===== config.mk =====
export PLATFORM = sky130hd
export DESIGN_NAME = snn_stim_sequencer_flat
export DESIGN_NICKNAME = d
export VERILOG_FILES = /design/src/rtl/snn_seq_pkg.sv /design/src/rtl/snn_stim_sequencer_if.sv /design/src/rtl/snn_stim_sequencer_fifo.sv /design/src/rtl/snn_stim_sequencer.sv /design/src/flat_wrapper.sv
export SDC_FILE = /design/constraint.sdc
export NUM_CORES = 1
export LEC_CHECK = 0
export ABC_CLOCK_PERIOD_IN_PS = 4100
export BUFFER_PORTS_ARGS = -buffer_cell sky130_fd_sc_hd__buf_4
export CORE_UTILIZATION = 55
export CTS_CLUSTER_SIZE = 28
export DETAILED_ROUTE_END_ITERATION = 10
export HOLD_SLACK_MARGIN = 0.08
export PLACE_DENSITY = 0.77
export SLEW_MARGIN = 20
export SYNTH_ARGS = -nofsm -noshare
export SYNTH_HDL_FRONTEND = slang
export SYNTH_SLANG_ARGS = --single-unit

===== constraint.sdc =====
create_clock -name memclk -period 4.1 [get_ports memclk]
set_clock_uncertainty 0.1 [all_clocks]
set_input_delay 0.615 -clock memclk [delete_from_list [all_inputs] [get_ports memclk]]
set_output_delay 0.615 -clock memclk [all_outputs]
set_load 0.03 [all_outputs]

===== src/rtl/snn_seq_pkg.sv =====
// Shared types and constants for the snncore stimulus sequencer.
// The state encoding and config-bank indices are used by the top and the bench.
package snn_seq_pkg;

  typedef enum logic [2:0] {
    S_IDLE,
    S_PROG_WTS,
    S_PROG_CFG,
    S_RUN,
    S_DRAIN,
    S_DONE
  } seq_state_e;

  // Config bank order as the core expects it, written after the weights.
  localparam int CFG_VTH               = 0;
  localparam int CFG_LEAK              = 1;
  localparam int CFG_REFRAC            = 2;
  localparam int CFG_VRESET            = 3;
  localparam int CFG_SYN_DECAY         = 4;
  localparam int CFG_MODE              = 5;
  localparam int CFG_GP_SEL            = 6;
  localparam int CFG_NEURON_TO_MONITOR = 7;

  function automatic logic captures(seq_state_e s);
    return (s == S_RUN) || (s == S_DRAIN);
  endfunction

endpackage


===== src/rtl/snn_stim_sequencer_if.sv =====
// Host-side and core-side signal bundle of the stimulus sequencer.
// master = host/core environment, slave = the sequencer itself.
interface snn_stim_sequencer_if #(
  parameter int INPUT_NEURONS  = 16,
  parameter int OUTPUT_NEURONS = 8,
  parameter int GPOUT_WIDTH    = 16,
  parameter int ADDR_W         = 32,
  parameter int DATA_W         = 32,
  parameter int CNT_W          = 24
);
  logic                      start;
  logic [CNT_W-1:0]          n_wts;
  logic [CNT_W-1:0]          n_steps;
  logic                      prog_valid;
  logic                      prog_ready;
  logic [ADDR_W-1:0]         prog_addr;
  logic [DATA_W-1:0]         prog_data;
  logic                      spk_valid;
  logic                      spk_ready;
  logic [INPUT_NEURONS-1:0]  spk_data;
  logic                      spk_tick;
  logic                      mem_write;
  logic                      cfg_write;
  logic [ADDR_W-1:0]         wr_addr;
  logic [DATA_W-1:0]         wr_data;
  logic [INPUT_NEURONS-1:0]  spk_in;
  logic [OUTPUT_NEURONS-1:0] spk_out_i;
  logic [GPOUT_WIDTH-1:0]    gpout_i;
  logic                      res_valid;
  logic                      res_ready;
  logic [OUTPUT_NEURONS-1:0] res_spk;
  logic [GPOUT_WIDTH-1:0]    res_gp;
  logic                      busy;
  logic                      done;
  logic                      err_underrun;
  logic                      err_overrun;

  modport master (
    output start, n_wts, n_steps, prog_valid, prog_addr, prog_data,
           spk_valid, spk_data, spk_tick, spk_out_i, gpout_i, res_ready,
    input  prog_ready, spk_ready, mem_write, cfg_write, wr_addr, wr_data,
           spk_in, res_valid, res_spk, res_gp, busy, done, err_underrun, err_overrun
  );

  modport slave (
    input  start, n_wts, n_steps, prog_valid, prog_addr, prog_data,
           spk_valid, spk_data, spk_tick, spk_out_i, gpout_i, res_ready,
    output prog_ready, spk_ready, mem_write, cfg_write, wr_addr, wr_data,
           spk_in, res_valid, res_spk, res_gp, busy, done, err_underrun, err_overrun
  );
endinterface


===== src/rtl/snn_stim_sequencer_fifo.sv =====
// Synchronous first-word-fall-through FIFO buffering spike vectors.
// A pop in the same cycle frees the slot, so push at full is legal alongside a pop.
module snn_sync_fifo #(
  parameter int WIDTH = 16,
  parameter int DEPTH = 16
) (
  input  logic             memclk,
  input  logic             rst,
  input  logic             flush,
  input  logic             push,
  input  logic [WIDTH-1:0] din,
  input  logic             pop,
  output logic [WIDTH-1:0] dout,
  output logic             full,
  output logic             empty
);
  localparam int AW = $clog2(DEPTH);

  logic [WIDTH-1:0] mem [DEPTH];
  logic [AW-1:0]    wr_ptr, rd_ptr;
  logic [AW:0]      count;
  logic             wr_en, rd_en;

  assign full  = (count == (AW+1)'(DEPTH));
  assign empty = (count == '0);
  assign dout  = mem[rd_ptr];
  assign rd_en = pop && !empty;
  assign wr_en = push && (!full || rd_en);

  // NOTE: state updates use non-blocking assignments so every flop samples pre-edge values.
  always_ff @(posedge memclk) begin
    if (rst || flush) begin
      wr_ptr <= '0;
      rd_ptr <= '0;
      count  <= '0;
    end else begin
      if (wr_en) wr_ptr <= wr_ptr + AW'(1);
      if (rd_en) rd_ptr <= rd_ptr + AW'(1);
      count <= count + (AW+1)'(wr_en) - (AW+1)'(rd_en);
    end
  end

  // NOTE: the storage array is deliberately not reset; empty gates every read of it.
  always_ff @(posedge memclk) begin
    if (wr_en) mem[wr_ptr] <= din;
  end
endmodule


===== src/rtl/snn_stim_sequencer.sv =====
// Programs snncore weights/config, then streams buffered spikes one per tick
// and returns captured core outputs over a valid/ready result stream.
module snn_stim_sequencer
  import snn_seq_pkg::*;
#(
  parameter int INPUT_NEURONS  = 16,
  parameter int OUTPUT_NEURONS = 8,
  parameter int GPOUT_WIDTH    = 16,
  parameter int ADDR_W         = 32,
  parameter int DATA_W         = 32,
  parameter int CFG_REGS       = 8,
  parameter int CNT_W          = 24,
  parameter int SPK_DEPTH      = 16,
  parameter int EXTRA_CYCLES   = 4
) (
  input logic                 memclk,
  input logic                 rst,
  snn_stim_sequencer_if.slave bus
);
  localparam int CFG_W = $clog2(CFG_REGS + 1);
  localparam int DR_W  = $clog2(EXTRA_CYCLES + 2);

  seq_state_e                state, state_nxt;
  logic [CNT_W-1:0]          n_wts_q, n_steps_q, wts_cnt, step_cnt;
  logic [CFG_W-1:0]          cfg_cnt;
  logic [DR_W-1:0]           drain_cnt;
  logic                      armed;
  logic                      mem_write, cfg_write, res_valid, err_underrun, err_overrun;
  logic [ADDR_W-1:0]         wr_addr;
  logic [DATA_W-1:0]         wr_data;
  logic [INPUT_NEURONS-1:0]  spk_in, fifo_dout;
  logic [OUTPUT_NEURONS-1:0] res_spk;
  logic [GPOUT_WIDTH-1:0]    res_gp;
  logic launch, prog_ready, prog_acc, drain_full, tick_live;
  logic spk_ready, spk_push, spk_pop, fifo_full, fifo_empty;

  assign launch     = bus.start && (state == S_IDLE || state == S_DONE);
  assign prog_ready = (state == S_PROG_WTS) || (state == S_PROG_CFG);
  assign prog_acc   = bus.prog_valid && prog_ready;
  assign drain_full = (drain_cnt == DR_W'(EXTRA_CYCLES));
  // Once every drain sample is taken, further ticks are ignored until the last one is accepted.
  assign tick_live  = bus.spk_tick && captures(state) && !(state == S_DRAIN && drain_full);
  assign spk_pop    = tick_live && (state == S_RUN) && !fifo_empty;
  assign spk_ready  = armed && !launch && (!fifo_full || spk_pop);
  assign spk_push   = bus.spk_valid && spk_ready;

  snn_sync_fifo #(.WIDTH(INPUT_NEURONS), .DEPTH(SPK_DEPTH)) u_spk_fifo (
    .memclk(memclk), .rst(rst), .flush(launch), .push(spk_push), .din(bus.spk_data),
    .pop(spk_pop), .dout(fifo_dout), .full(fifo_full), .empty(fifo_empty)
  );

  // NOTE: state_nxt is defaulted before the case so no path can infer a latch.
  always_comb begin
    state_nxt = state;
    unique case (state)
      S_IDLE, S_DONE: if (bus.start) state_nxt = (bus.n_wts == '0) ? S_PROG_CFG : S_PROG_WTS;
      S_PROG_WTS: if (prog_acc && wts_cnt == n_wts_q - CNT_W'(1)) state_nxt = S_PROG_CFG;
      S_PROG_CFG: if (prog_acc && cfg_cnt == CFG_W'(CFG_REGS - 1))
                    state_nxt = (n_steps_q == '0) ? S_DRAIN : S_RUN;
      S_RUN:      if (tick_live && step_cnt == n_steps_q - CNT_W'(1)) state_nxt = S_DRAIN;
      S_DRAIN:    if (drain_full && (!res_valid || bus.res_ready)) state_nxt = S_DONE;
      default:    state_nxt = S_IDLE;
    endcase
  end

  always_ff @(posedge memclk) begin
    if (rst) begin
      state        <= S_IDLE;
      n_wts_q      <= '0;
      n_steps_q    <= '0;
      wts_cnt      <= '0;
      step_cnt     <= '0;
      cfg_cnt      <= '0;
      drain_cnt    <= '0;
      armed        <= 1'b0;
      mem_write    <= 1'b0;
      cfg_write    <= 1'b0;
      wr_addr      <= '0;
      wr_data      <= '0;
      spk_in       <= '0;
      res_valid    <= 1'b0;
      res_spk      <= '0;
      res_gp       <= '0;
      err_underrun <= 1'b0;
      err_overrun  <= 1'b0;
    end else begin
      state     <= state_nxt;
      mem_write <= 1'b0;
      cfg_write <= 1'b0;
      if (launch) begin
        n_wts_q      <= bus.n_wts;
        n_steps_q    <= bus.n_steps;
        wts_cnt      <= '0;
        step_cnt     <= '0;
        cfg_cnt      <= CFG_W'(CFG_VTH);
        drain_cnt    <= '0;
        armed        <= 1'b1;
        err_underrun <= 1'b0;
        err_overrun  <= 1'b0;
      end
      if (state == S_PROG_WTS && prog_acc) begin
        mem_write <= 1'b1;
        wr_addr   <= bus.prog_addr;
        wr_data   <= bus.prog_data;
        wts_cnt   <= wts_cnt + CNT_W'(1);
      end
      if (state == S_PROG_CFG && prog_acc) begin
        cfg_write <= 1'b1;
        wr_addr   <= ADDR_W'(cfg_cnt);
        wr_data   <= bus.prog_data;
        cfg_cnt   <= cfg_cnt + CFG_W'(1);
      end
      if (tick_live) begin
        res_spk   <= bus.spk_out_i;
        res_gp    <= bus.gpout_i;
        res_valid <= 1'b1;
        if (res_valid && !bus.res_ready) err_overrun <= 1'b1;
        if (state == S_RUN) begin
          step_cnt <= step_cnt + CNT_W'(1);
          spk_in   <= fifo_empty ? '0 : fifo_dout;
          if (fifo_empty) err_underrun <= 1'b1;
        end else begin
          drain_cnt <= drain_cnt + DR_W'(1);
          spk_in    <= '0;
        end
      end else if (res_valid && bus.res_ready) begin
        res_valid <= 1'b0;
      end
    end
  end

  assign bus.prog_ready   = prog_ready;
  assign bus.spk_ready    = spk_ready;
  assign bus.mem_write    = mem_write;
  assign bus.cfg_write    = cfg_write;
  assign bus.wr_addr      = wr_addr;
  assign bus.wr_data      = wr_data;
  assign bus.spk_in       = spk_in;
  assign bus.res_valid    = res_valid;
  assign bus.res_spk      = res_spk;
  assign bus.res_gp       = res_gp;
  assign bus.busy         = !(state == S_IDLE || state == S_DONE);
  assign bus.done         = (state == S_DONE);
  assign bus.err_underrun = err_underrun;
  assign bus.err_overrun  = err_overrun;
endmodule

===== src/flat_wrapper.sv =====
// flat-port wrapper written by rule: the top's interface ports become plain ports
module snn_stim_sequencer_flat import snn_seq_pkg::*;
#(
  parameter int INPUT_NEURONS  = 16,
  parameter int OUTPUT_NEURONS = 8,
  parameter int GPOUT_WIDTH    = 16,
  parameter int ADDR_W         = 32,
  parameter int DATA_W         = 32,
  parameter int CFG_REGS       = 8,
  parameter int CNT_W          = 24,
  parameter int SPK_DEPTH      = 16,
  parameter int EXTRA_CYCLES   = 4
)
  (memclk, rst, bus_start, bus_n_wts, bus_n_steps, bus_prog_valid, bus_prog_addr, bus_prog_data, bus_spk_valid, bus_spk_data, bus_spk_tick, bus_spk_out_i, bus_gpout_i, bus_res_ready, bus_prog_ready, bus_spk_ready, bus_mem_write, bus_cfg_write, bus_wr_addr, bus_wr_data, bus_spk_in, bus_res_valid, bus_res_spk, bus_res_gp, bus_busy, bus_done, bus_err_underrun, bus_err_overrun);
  snn_stim_sequencer_if #(.INPUT_NEURONS(INPUT_NEURONS), .OUTPUT_NEURONS(OUTPUT_NEURONS), .GPOUT_WIDTH(GPOUT_WIDTH), .ADDR_W(ADDR_W), .DATA_W(DATA_W), .CNT_W(CNT_W)) bus_i ();
  input logic memclk;
  input logic rst;
  input wire logic [$bits(bus_i.start)-1:0] bus_start;
  input wire logic [$bits(bus_i.n_wts)-1:0] bus_n_wts;
  input wire logic [$bits(bus_i.n_steps)-1:0] bus_n_steps;
  input wire logic [$bits(bus_i.prog_valid)-1:0] bus_prog_valid;
  input wire logic [$bits(bus_i.prog_addr)-1:0] bus_prog_addr;
  input wire logic [$bits(bus_i.prog_data)-1:0] bus_prog_data;
  input wire logic [$bits(bus_i.spk_valid)-1:0] bus_spk_valid;
  input wire logic [$bits(bus_i.spk_data)-1:0] bus_spk_data;
  input wire logic [$bits(bus_i.spk_tick)-1:0] bus_spk_tick;
  input wire logic [$bits(bus_i.spk_out_i)-1:0] bus_spk_out_i;
  input wire logic [$bits(bus_i.gpout_i)-1:0] bus_gpout_i;
  input wire logic [$bits(bus_i.res_ready)-1:0] bus_res_ready;
  output wire logic [$bits(bus_i.prog_ready)-1:0] bus_prog_ready;
  output wire logic [$bits(bus_i.spk_ready)-1:0] bus_spk_ready;
  output wire logic [$bits(bus_i.mem_write)-1:0] bus_mem_write;
  output wire logic [$bits(bus_i.cfg_write)-1:0] bus_cfg_write;
  output wire logic [$bits(bus_i.wr_addr)-1:0] bus_wr_addr;
  output wire logic [$bits(bus_i.wr_data)-1:0] bus_wr_data;
  output wire logic [$bits(bus_i.spk_in)-1:0] bus_spk_in;
  output wire logic [$bits(bus_i.res_valid)-1:0] bus_res_valid;
  output wire logic [$bits(bus_i.res_spk)-1:0] bus_res_spk;
  output wire logic [$bits(bus_i.res_gp)-1:0] bus_res_gp;
  output wire logic [$bits(bus_i.busy)-1:0] bus_busy;
  output wire logic [$bits(bus_i.done)-1:0] bus_done;
  output wire logic [$bits(bus_i.err_underrun)-1:0] bus_err_underrun;
  output wire logic [$bits(bus_i.err_overrun)-1:0] bus_err_overrun;
  assign bus_i.start = bus_start;
  assign bus_i.n_wts = bus_n_wts;
  assign bus_i.n_steps = bus_n_steps;
  assign bus_i.prog_valid = bus_prog_valid;
  assign bus_i.prog_addr = bus_prog_addr;
  assign bus_i.prog_data = bus_prog_data;
  assign bus_i.spk_valid = bus_spk_valid;
  assign bus_i.spk_data = bus_spk_data;
  assign bus_i.spk_tick = bus_spk_tick;
  assign bus_i.spk_out_i = bus_spk_out_i;
  assign bus_i.gpout_i = bus_gpout_i;
  assign bus_i.res_ready = bus_res_ready;
  assign bus_prog_ready = bus_i.prog_ready;
  assign bus_spk_ready = bus_i.spk_ready;
  assign bus_mem_write = bus_i.mem_write;
  assign bus_cfg_write = bus_i.cfg_write;
  assign bus_wr_addr = bus_i.wr_addr;
  assign bus_wr_data = bus_i.wr_data;
  assign bus_spk_in = bus_i.spk_in;
  assign bus_res_valid = bus_i.res_valid;
  assign bus_res_spk = bus_i.res_spk;
  assign bus_res_gp = bus_i.res_gp;
  assign bus_busy = bus_i.busy;
  assign bus_done = bus_i.done;
  assign bus_err_underrun = bus_i.err_underrun;
  assign bus_err_overrun = bus_i.err_overrun;
  snn_stim_sequencer #(.INPUT_NEURONS(INPUT_NEURONS), .OUTPUT_NEURONS(OUTPUT_NEURONS), .GPOUT_WIDTH(GPOUT_WIDTH), .ADDR_W(ADDR_W), .DATA_W(DATA_W), .CFG_REGS(CFG_REGS), .CNT_W(CNT_W), .SPK_DEPTH(SPK_DEPTH), .EXTRA_CYCLES(EXTRA_CYCLES)) u_core (.memclk(memclk), .rst(rst), .bus(bus_i));
endmodule

* Yosys cells after proc, flatten, opt, wreduce, memory -nomap -nowiden
Memory sizes are Yosys's and may differ from the RTL's. A register that Yosys moved wholly into a read port is not among the register bits.
Index checks and enable logic that the tools add are counted.
** Storage, ports and cells
- Memories :: 1
- Output and inout port bits :: 113
- Register bits :: 229
- Logic and storage cells :: 132
- ROM bits :: 0
- Bits in writable memories :: 256
- Bits in latches :: 0
- Input port bits :: 159
** Cells by class
- Mux-type cells :: 39
- Reductions and logical operators :: 45
- $lt $le $gt $ge :: 0
- Bitwise logic cells :: 0
- Add/subtract/negate cells :: 10
- $mul :: 0
- Shift-type cells :: 0
- Div/mod/pow operators :: 0
- Eq/ne operators :: 15
** Memory list
- u_core.u_spk_fifo.mem :: words 16, bits a word 16, read ports 1, clocked after Yosys merged registers in 1, write ports 1, RTL line snn_stim_sequencer_fifo.sv:19 : logic [WIDTH-1:0] mem [DEPTH];
** Operators with widths (count)
- 2-to-1 mux 24 bit :: 5
- 2-to-1 mux 32 bit :: 2
- adder 24 x 1 -> 24 bit (second input constant) :: 2
- == test 24 bit :: 2
- logical NOT 24 bit :: 2
- subtractor 24 x 1 -> 24 bit (second input constant) :: 2
- 2-to-1 mux 16 bit :: 2
- 2-to-1 mux 3 bit :: 9
- 2-to-1 mux 4 bit :: 6
- logical AND 1 bit :: 20
- case mux 3 bit (5 select lines) :: 1
- 2-to-1 mux 1 bit :: 13
- adder 4 x 1 -> 4 bit (second input constant) :: 3
- inequality test 2 bit (second input constant) :: 5
- == test 3 bit (second input constant) :: 3
- nonzero test 2 bit :: 4
- logical NOT 1 bit :: 7
- logical OR 1 bit :: 7
- == test 3 x 2 -> 1 bit (second input constant) :: 2
- adder 5 x 1 -> 5 bit :: 1
- == test 5 bit (second input constant) :: 1
- logical NOT 5 bit :: 1
- AND reduction 5 bit :: 1
- subtractor 5 x 1 -> 5 bit :: 1
- 6 further kinds :: 7

* Logic depth before layout (Yosys ltp)
Gate-level depths: netlist of the first run.
- Depth after elaboration :: 12
- Mapped depth :: 17

* Cells and area by module
A second synthesis of the first run with hierarchy kept.
** Second synthesis, totals
- Cells, all modules :: 1807
- Area, all modules :: 20686.1 µm²
** Modules (own cells, without submodules)
- snn_sync_fifo :: area an instance 10612.7 µm², cells an instance 507, instances 1
- snn_stim_sequencer :: area an instance 10073.4 µm², cells an instance 1300, instances 1

* Least setup slack after synthesis of the first run
Ideal clock, no wire load.
- Kind :: register -> register
- Start point :: register u_core.state[0]
- End point :: memory u_core.u_spk_fifo.mem[3][0], enable pin
- Arrival time :: 3.150 ns
- Period minus slack after synthesis :: 3.659 ns
- Path slack :: 0.441 ns
- Cell stages (with the launch flop) :: 9
- Path through :: dfxtp_1 > clkbuf_1 > nand3_1 > nand4_1 > and3_1 > and2_1 > clkbuf_1 > nand2_1 > nor3_1
** On the way
- Cells in the longest elaborated chain, start to end :: 12
- Elaborated cells between the ends (all ways) :: 23
** Ends and longest elaborated chain
- start, declared :: RTL line snn_stim_sequencer.sv:23 : seq_state_e state, state_nxt;
- start signal, assigned :: RTL line snn_stim_sequencer.sv:87 : state <= state_nxt;
- == test 3 x 2 -> 1 bit / == test 3 bit (equally long branches) :: RTL line snn_seq_pkg.sv:25, snn_stim_sequencer.sv:43, snn_stim_sequencer.sv:42
- logical OR 1 bit / logical AND 1 bit (equally long branches) :: RTL line snn_seq_pkg.sv:25, snn_stim_sequencer.sv:42
- logical AND 1 bit / logical NOT 1 bit (equally long branches) :: RTL line snn_stim_sequencer.sv:42 : assign tick_live = bus.spk_tick && captures(state) && !(state == S_DRAIN && drain_full);
- logical AND 1 bit :: RTL line snn_stim_sequencer.sv:42
- logical AND 1 bit (2 in series) :: RTL line snn_stim_sequencer.sv:43 : assign spk_pop = tick_live && (state == S_RUN) && !fifo_empty;
- logical OR 1 bit :: RTL line snn_stim_sequencer.sv:44 : assign spk_ready = armed && !launch && (!fifo_full || spk_pop);
- logical AND 1 bit * :: RTL line snn_stim_sequencer.sv:44
- via bus_spk_ready :: RTL line flat_wrapper.sv:31 : output wire logic [$bits(bus_i.spk_ready)-1:0] bus_spk_ready;
- logical AND 1 bit * :: RTL line snn_stim_sequencer.sv:45 : assign spk_push = bus.spk_valid && spk_ready;
- logical AND 1 bit * :: RTL line snn_stim_sequencer_fifo.sv:28 : assign wr_en = push && (!full || rd_en);
- 2-to-1 mux 1 bit * :: RTL line snn_stim_sequencer_fifo.sv:45 : if (wr_en) mem[wr_ptr] <= din;
- 2-to-1 mux 1 bit (implied by the code) * :: RTL line snn_stim_sequencer_fifo.sv:45
- end, declared :: RTL line snn_stim_sequencer_fifo.sv:19
The timed path passes the listed nets; every way through them passes the cells marked *.

* Worst setup path after layout of the first run
- Start point :: register u_core.n_steps_q[0]
- End point :: register u_core.state[1]
** On the way
- Cells in the longest elaborated chain, start to end :: 5
- Elaborated cells between the ends (all ways) :: 9
** Ends and longest elaborated chain
- start, declared :: RTL line snn_stim_sequencer.sv:24 : logic [CNT_W-1:0] n_wts_q, n_steps_q, wts_cnt, step_cnt;
- start signal, assigned :: RTL line snn_stim_sequencer.sv:92 : n_steps_q <= bus.n_steps;
- subtractor 24 x 1 -> 24 bit :: RTL line snn_stim_sequencer.sv:60 : S_RUN: if (tick_live && step_cnt == n_steps_q - CNT_W'(1)) state_nxt = S_DRAIN;
- == test 24 bit :: RTL line snn_stim_sequencer.sv:60
- logical AND 1 bit :: RTL line snn_stim_sequencer.sv:60
- inequality test 2 bit (no source line)
- AND reduction 5 bit (no source line)
Several ways; a longest one is shown, not always the timed one. The select of a mux whose other input is x is not followed.
A chain may end at the register's enable or synchronous reset.

==> results of run 1 <==
-- area by class of cell --
| type | instances | area (um2) | area share [%] |
|---|---|---|---|
| well taps | 468 | 585.6 | 2.377 |
| flip-flops and latches | 489 | 12360 | 50.17 |
| multi-input cells | 1129 | 7619 | 30.93 |
| clock inverters | 26 | 203.9 | 0.8280 |
| inverters | 27 | 101.3 | 0.4115 |
| repair buffers | 307 | 2346 | 9.525 |
| clock buffers | 67 | 1418 | 5.756 |
-- layer usage --
layer	share of wire, %	GRT usage [%]	wire length (um)
met1	42	35.69	21530
met2	49	44.92	25420
met3	6.2	4.251	3182
met4	2.5	9.759	1311
met5	0	0	0
-- flip-flops by register name, summed over array words and instances (netlist names), 16 cells and up, named ones only --
| name | cells |
|---|---|
| u_core.bus.res_gp | 16 |
| u_core.bus.spk_in | 16 |
| u_core.bus.wr_addr | 32 |
| u_core.bus.wr_data | 32 |
| u_core.n_steps_q | 24 |
| u_core.n_wts_q | 24 |
| u_core.step_cnt | 24 |
| u_core.u_spk_fifo.mem | 256 |
| u_core.wts_cnt | 24 |
-- cells in the mapped netlist, types with 14 or more instances --
cell / instances / area [um2]
nand2_1: 323 / 1212
edfxtp_1: 256 / 7687
dfxtp_1: 233 / 4664
a21oi_1: 180 / 900.9
nor2_1: 123 / 461.7
mux4_2: 80 / 1802
clkbuf_1: 75 / 281.5
xnor2_1: 48 / 420.4
nand3_1: 45 / 225.2
xor2_1: 33 / 289.0
inv_1: 27 / 101.4
nor3_1: 25 / 125.1
buf_1: 22 / 82.58
a22oi_1: 19 / 142.6
and3_1: 19 / 118.9
ha_1: 19 / 237.7
nor4_1: 18 / 112.6
o21ai_0: 16 / 80.08
and2_1: 14 / 87.58
nand4_1: 14 / 87.58
-- power by group through the flow --
stage / Combinational (uW) / Clock (uW) / Sequential (uW)
final: 2490 / 4450 / 5600
after global routing: 2710 / 4700 / 5630
after CTS: 2490 / 4510 / 5600
after detailed placement: 2470 / 0 / 5700
after global placement: 2440 / 0 / 5690
after floorplan: 1460 / 0 / 5890
-- critical path: stages, from the launching register on --
cell and delay, ns:
dfxtp_1 0.34, inv_1 0.09, ha_1 0.24, or4b_1 0.67
nor4_1 0.45, xnor2_1 0.18, a221oi_1 0.09, a41oi_1 0.31
nor2b_1 0.08, a32o_2 0.29, a2111oi_2 0.34
-- path summary, 6_finish.rpt --
| path | startpoint | endpoint | depth (start not counted) |
|---|---|---|---|
| hold reg to reg | u_core.bus.res_gp[4] | u_core.bus.res_gp[4] | 2 |
| setup reg to reg | u_core.n_steps_q[0] | u_core.state[1] | 10 |
| setup / recovery | u_core.n_steps_q[0] | u_core.state[1] | 10 |
| hold / removal | bus_prog_data[24] | u_core.bus.wr_data[24] | 3 |
-- through the flow --
stage | hold slack, ns | worst slack, ns | total power, uW
floorplan | 0.3318 | 0.4409 | 7347
global placement | 0.3419 | 0.8115 | 8123
finish | 0.1573 | 0.8193 | 12550
detailed placement | 0.3471 | 0.7536 | 8175
CTS | 0.1291 | 0.8104 | 12600
global route | 0.1470 | 0.5380 | 13030
-- kinds of logic (layout without fill, tap and decap cells) --
family / after synthesis / count (layout) / share of synthesized area [%]
AND/OR/NAND/NOR: 655 / 655 / 14.71
multiplexers: 89 / 89 / 9.280
flip-flops: 489 / 489 / 60.47
AO/OA/AOI/OAI: 283 / 283 / 8.318
buffers and inverters: 128 / 427 / 2.438
XOR/XNOR: 81 / 81 / 3.473
adder cells (fa/ha/maj): 21 / 21 / 1.311
==> results.md, run 1 <==
- Status: finished, final reports clean
- DRC viols: 0
- Net Sw Frac: 29.63%
- Post-synth EDFFs: 256
- Final Util: 67.28%
- Largest net degree at the start of global routing: 100
- Commonest cells after routing, fill and taps aside: nand2_1, buf_4, edfxtp_1
- CTS root buf: clkbuf_16
- Required @ worst endpoint: 4.48 ns
- # setup viols final: 0
- Filler cell count: 2683
- Cell Area, Synth: 0.02043 mm2
- F_max: 0.3048 GHz
- Flop pwr share: 44.7%
- Final WL: 51440 um
- H-tree levels: 2
- Ys Warns: 0
- Worst Setup End Kind: register
- Min-delay worst type: in2reg
- Sw power: 3719 uW
- Synthesis-to-finish area growth: 20.57%
- LEAKAGE: 0.008853 uW
- GR Overflow Total: 0
- Combinational share of power: 19.9%
- Die W: 194.7 um
- Post-Layout Cell Count: 2513
- Avg Cell Area, Syn: 11.70 um2
- Detailed-route via count: 14.64k
- Antenna cells: 0
- R2R Setup Slk: 0.82 ns
- Max Fanout on Critical Path: 8
- Minimum clock period: 3.281 ns
- Vias in the first global route: 13.99k
- Worst slew pin tran: 1.083 ns
- Pwr dens: 509.5 mW/mm2
- TritonRoute pass-1 iters: 5
- Hold Buf Count CTS: 0
- Final nets: 2183
- Post-route cell area: 0.02463 mm2
- Deepest clock path buffer count: 3
- GRT Overall Usage: 26.91%
- Initial antenna violation count: 0
- Clk sink count: 489
- Fin crit share: 80.02%
- CTS tree: done
- DP HPWL: 32520 um
- RePlAce Congestion: 0.9082
- Layout cells sized above 1: 24.65%
- Gate Count Post-Synth: 1746
- Netlist cell types: 71
- Max-cap violations: 0
- Worst EP arrival: 3.66 ns
- Crit start category: register
- Max Slew Vio Count: 0
- Io pins: 272
- Row count: 70
- RSZ-0062 raised after global routing: false
- Vias per cell: 5.826
- Core Box Area: 0.03661 mm2
- CTS resizes: 0
- Initial core utilization: 55.80%
- Top FF cell, synth: edfxtp_1
- Clk Latency, worst-skew pair: 0.61 ns
- First-pass GRT wire length: 78250 um
- CTS buffer count: 50
- Number of port buffers: 271
- Setup TNS: 0 ns
- Sequential share of the synthesized area: 60.47%
- Cell Area, Placed: 0.02301 mm2
- Slew margin rel.: 27.78%
- DR iter-0 viols: 1053
- Yosys reg bits: 489
- Placed instance count: 2420
- Peak supply drop: 372.0 uV
- Fraction of registers with async set/reset: 0%
- Wire per inst: 20.47 um
- Mapped Nets: 1925
- Most common cell after layout, fill and taps aside: nand2_1
- Post-DRT Antenna Nets: 0
- Int Pwr: 8830 uW
- Fin. Hold Viols: 0
- Setup Buffers After CTS: 0
- Critical path class: reg2reg
- Die area: 0.03791 mm2
- Clk slew on worst S/H paths: 0.07 ns
- Chip Height: 194.7 um
- Clk network pwr share: 35.5%
(Power assumes the default switching activity.)
==> inputs of run 2 (changes only) <==
--- a/config.mk
+++ b/config.mk
@@ -5,13 +5,14 @@
 export SDC_FILE = /design/constraint.sdc
 export NUM_CORES = 1
 export LEC_CHECK = 0
-export ABC_CLOCK_PERIOD_IN_PS = 4100
+export ABC_AREA = 1
+export ABC_CLOCK_PERIOD_IN_PS = 3260
 export BUFFER_PORTS_ARGS = -buffer_cell sky130_fd_sc_hd__buf_4
 export CORE_UTILIZATION = 55
 export CTS_CLUSTER_SIZE = 28
 export DETAILED_ROUTE_END_ITERATION = 10
 export HOLD_SLACK_MARGIN = 0.08
-export PLACE_DENSITY = 0.77
+export PLACE_DENSITY = 0.76
 export SLEW_MARGIN = 20
 export SYNTH_ARGS = -nofsm -noshare
 export SYNTH_HDL_FRONTEND = slang
==> constraint.sdc (replaced) <==
create_clock -name memclk -period 3.26 [get_ports memclk]
set_clock_uncertainty 0.1 [all_clocks]
set_input_delay 0.489 -clock memclk [delete_from_list [all_inputs] [get_ports memclk]]
set_output_delay 0.489 -clock memclk [all_outputs]
set_load 0.03 [all_outputs]
==> run 2 against run 1 <==
  * Combinational power rose by 93%
  * Core utilization is 3.2 points higher
  * Cell area up 8.9%
  * Sequential share of layout area fell by 4.1 points
  * Flip-flop and latch count is the same
  * Fmax is 7.4% higher
  * Power increased by 43%
  * Critical path type unchanged
  * Highest routed layer unchanged
==> results.md, run 2 <==
- Status: finished, final reports clean
- CTS root buf: clkbuf_16
- Crit-path cells: inv_1 > nor2_2 > nand2_2 > inv_2 > nand2_1 > nand3_1 > nand3_1 > inv_2 > nand2_2 > ha_1 > inv_1 > ha_1 > fa_1 > nand2_1 > a21oi_1 > or2_2 > o21ai_0 > a21oi_1
- Detailed-route via count: 17.99k (+23%)
- RSZ-0062 raised after global routing: false
- CTS tree: done
- Final Util: 70.51% (+3.2 points)
- Met2 Resource Use GR: 47.75% (+2.8 points)
- Max Slew Vio Count: 0 (unchanged)
- Die area: 0.03973 mm2 (+4.8%)
- Yosys reg bits: 489 (unchanged)
- Initial antenna violation count: 0 (unchanged)
- Row count: 71 (+1.4%)
- Pwr dens: 668.6 mW/mm2 (+31%)
- Avg Cell Area, Syn: 9.216 um2 (-21%)
- Critical path class: reg2reg
- Io pins: 272 (unchanged)
- R2R Setup Slk: 0.21 ns (-0.61 ns)
- Crit start category: register
- CP peak stage delay: 0.42 ns (-0.25 ns)
- Setup TNS: 0 ns (unchanged)
- Min-delay worst type: in2reg
- Most common cell after layout, fill and taps aside: nand2_1
- Hold WS: 0.09570 ns (-0.06159 ns)
- Post-DRT Antenna Nets: 0 (unchanged)
- Sequential share of the synthesized area: 57.67% (-2.8 points)
- Gate Count Post-Synth: 2324 (+33%)
- Max reg flops: 256 (unchanged)
- LEAKAGE: 0.01031 uW (+16%)
- Mapped Nets: 2503 (+30%)
- Vias per cell: 5.534 (-5.0%)
- Layout cells sized above 1: 16.39% (-8.3 points)
- Met1 GRT Util: 37.20% (+1.5 points)
- Fin. Hold Viols: 0 (unchanged)
- # setup viols final: 0 (unchanged)
- Max Fanout on Critical Path: 5 (-3)
- Synthesis-to-finish area growth: 25.18%
- H-tree levels: 2 (unchanged)
- Bufs and invs on worst path: 4 (+3)
- Commonest cells in the netlist: nand2_1, nor2_1, o21ai_0
- Max-cap violations: 0 (unchanged)
- Largest cells by area after synthesis: edfxtp_1, dfxtp_1, o21ai_0
- DR iter-0 viols: 1362 (+29%)
- Clk Latency, worst-skew pair: 0.60 ns (about the same)
- Ys Warns: 0 (unchanged)
- Wire per inst: 18.06 um (-12%)
- Vias in the first global route: 17.30k (+24%)
- Cell taking the most area after synthesis: edfxtp_1
- CTS buffer count: 50 (unchanged)
- Fin crit share: 93.69% (+14 points)
- Post-route cell area: 0.02681 mm2 (+8.9%)
- Worst slew pin tran: 0.9989 ns (-0.08439 ns)
- Largest net degree at the start of global routing: 91 (-9.0%)
- Worst path slowest cell: fa_1
- Global routing's busiest layer: met2
- GR Overflow Total: 0 (unchanged)
- DP HPWL: 36900 um (+13%)
- Commonest cells after routing, fill and taps aside: nand2_1, nor2_1, buf_4
- Slew margin rel.: 33.34% (+5.6 points)
- Final WL: 58710 um (+14%)
- Yosys top cell area share: 35.89% (-1.7 points)
- Post-synth EDFFs: 256 (unchanged)
- Clk slew on worst S/H paths: 0.06 ns (about the same)
- Most common cell in the synthesized netlist: nand2_1
- Deepest clock path buffer count: 3 (unchanged)
- Netlist cell types: 52 (-27%)
- GRT Overall Usage: 29.09% (+2.2 points)
- Minimum clock period: 3.054 ns (-0.2265 ns)
- Top FF cell, synth: edfxtp_1
- Core Box Area: 0.03802 mm2 (+3.9%)
- Worst EP arrival: 3.43 ns (-0.23 ns)
- First-pass GRT wire length: 90180 um (+15%)
- CP top delay family: simple AND/OR/NAND/NOR gates
- Largest registers: u_core.u_spk_fifo.mem: 256 flops, u_core.bus.wr_addr: 32 flops, u_core.bus.wr_data: 32 flops
- Initial core utilization: 56.33% (+0.54 points)
- Peak supply drop: 557.5 uV (+50%)
- Fraction of registers with async set/reset: 0% (unchanged)
- Required @ worst endpoint: 3.64 ns (-0.84 ns)
- Number of port buffers: 271 (unchanged)
- Final nets: 2878 (+32%)
- TritonRoute pass-1 iters: 6 (+1)
- Chip Height: 199.3 um (+2.4%)
- Most flops, register: u_core.u_spk_fifo.mem
- Cell Area, Placed: 0.02405 mm2 (+4.5%)
- Clk sink count: 489 (unchanged)
- Met3 Usage GRT: 5.435% (+1.2 points)
- F_max: 0.3274 GHz (+7.4%)
- Die W: 199.3 um (+2.4%)
- DRC viols: 0 (unchanged)
- Cell Area, Synth: 0.02142 mm2 (+4.9%)
- Worst Setup End Kind: register
- RePlAce Congestion: 0.9250 (+1.8%)
[run 2: changes by cell type after synthesis, moves of 18 or more]
cell	change
and3_1	-19
o21ai_0	+262
nor2_1	+206
o211ai_1	+19
mux2i_1	+58
mux4_2	-80
nand3_1	+20
xnor2_1	-24
inv_1	+170
nand2_1	+18
[run 2: final cells by class]
type	count	area, um2
Fill cell	2664	11210
Inverter	209	784.5
Clock buffer	67	1365
Tap cell	511	639.4
Multi-Input combinational cell	1516	7854
Antenna cell	1	2.502
Clock inverter	25	250.2
Sequential cell	489	12360
Timing Repair Buffer	433	3558
[run 2: through the flow]
step | cells | worst slack [ns] | total power, uW
after detailed placement | 3044 | 0.1671 | 12160
after global routing | 3250 | 0.006618 | 18810
after global placement | 3044 | 0.2650 | 12060
after floorplan | 2324 | 0.1067 | 10720
final | 3251 | 0.2058 | 17930
after CTS | 3249 | 0.1426 | 17890
[run 2: layer usage]
layer / vias up / share of wire (%)
li1: 8645 / -
met2: 721 / 47
met3: 170 / 7.8
met5: - / 0
met1: 8456 / 41
met4: 0 / 4.2
[run 2: worst paths after layout]
path,depth (start not counted),end,start
max,18,u_core.u_spk_fifo.count[4],u_core.state[1]
min,3,u_core.bus.res_gp[9],bus_gpout_i[9]
max reg2reg,18,u_core.u_spk_fifo.count[4],u_core.state[1]
min reg2reg,2,u_core.bus.wr_addr[26],u_core.bus.wr_addr[26]
[run 2: repair_timing]
item,4_1_cts,5_1_grt
endpoints found under the hold margin,290,0
setup buffers,0,1
hold buffers,113,0
resized for setup,0,2
setup endpoints to repair,0,1
[run 2: worst reg2reg max path, cell delays in order, from the launching register on]
cell and delay [ns]:
dfxtp_1 0.35, inv_1 0.10, nor2_2 0.16, nand2_2 0.10
inv_2 0.10, nand2_1 0.08, nand3_1 0.07, nand3_1 0.09
inv_2 0.08, nand2_2 0.09, ha_1 0.28, inv_1 0.04
ha_1 0.22, fa_1 0.42, nand2_1 0.10, a21oi_1 0.06
or2_2 0.28, o21ai_0 0.17, a21oi_1 0.06
[run 2: cells by family after synthesis]
group	count (synthesis)	share of synthesized area, %
AND/OR/NAND/NOR	845	16.79
AO/OA/AOI/OAI	535	13.48
flip-flops	489	57.67
buffers and inverters	319	5.743
multiplexers	64	2.991
XOR/XNOR	52	2.126
adder cells (fa/ha/maj)	20	1.203
[run 2: power by group]
| group | internal (uW) | switching (uW) |
|---|---|---|
| registers | 7010 | 470 |
| logic | 1670 | 3130 |
| clock network | 3260 | 2370 |
| total | 12000 | 5970 |
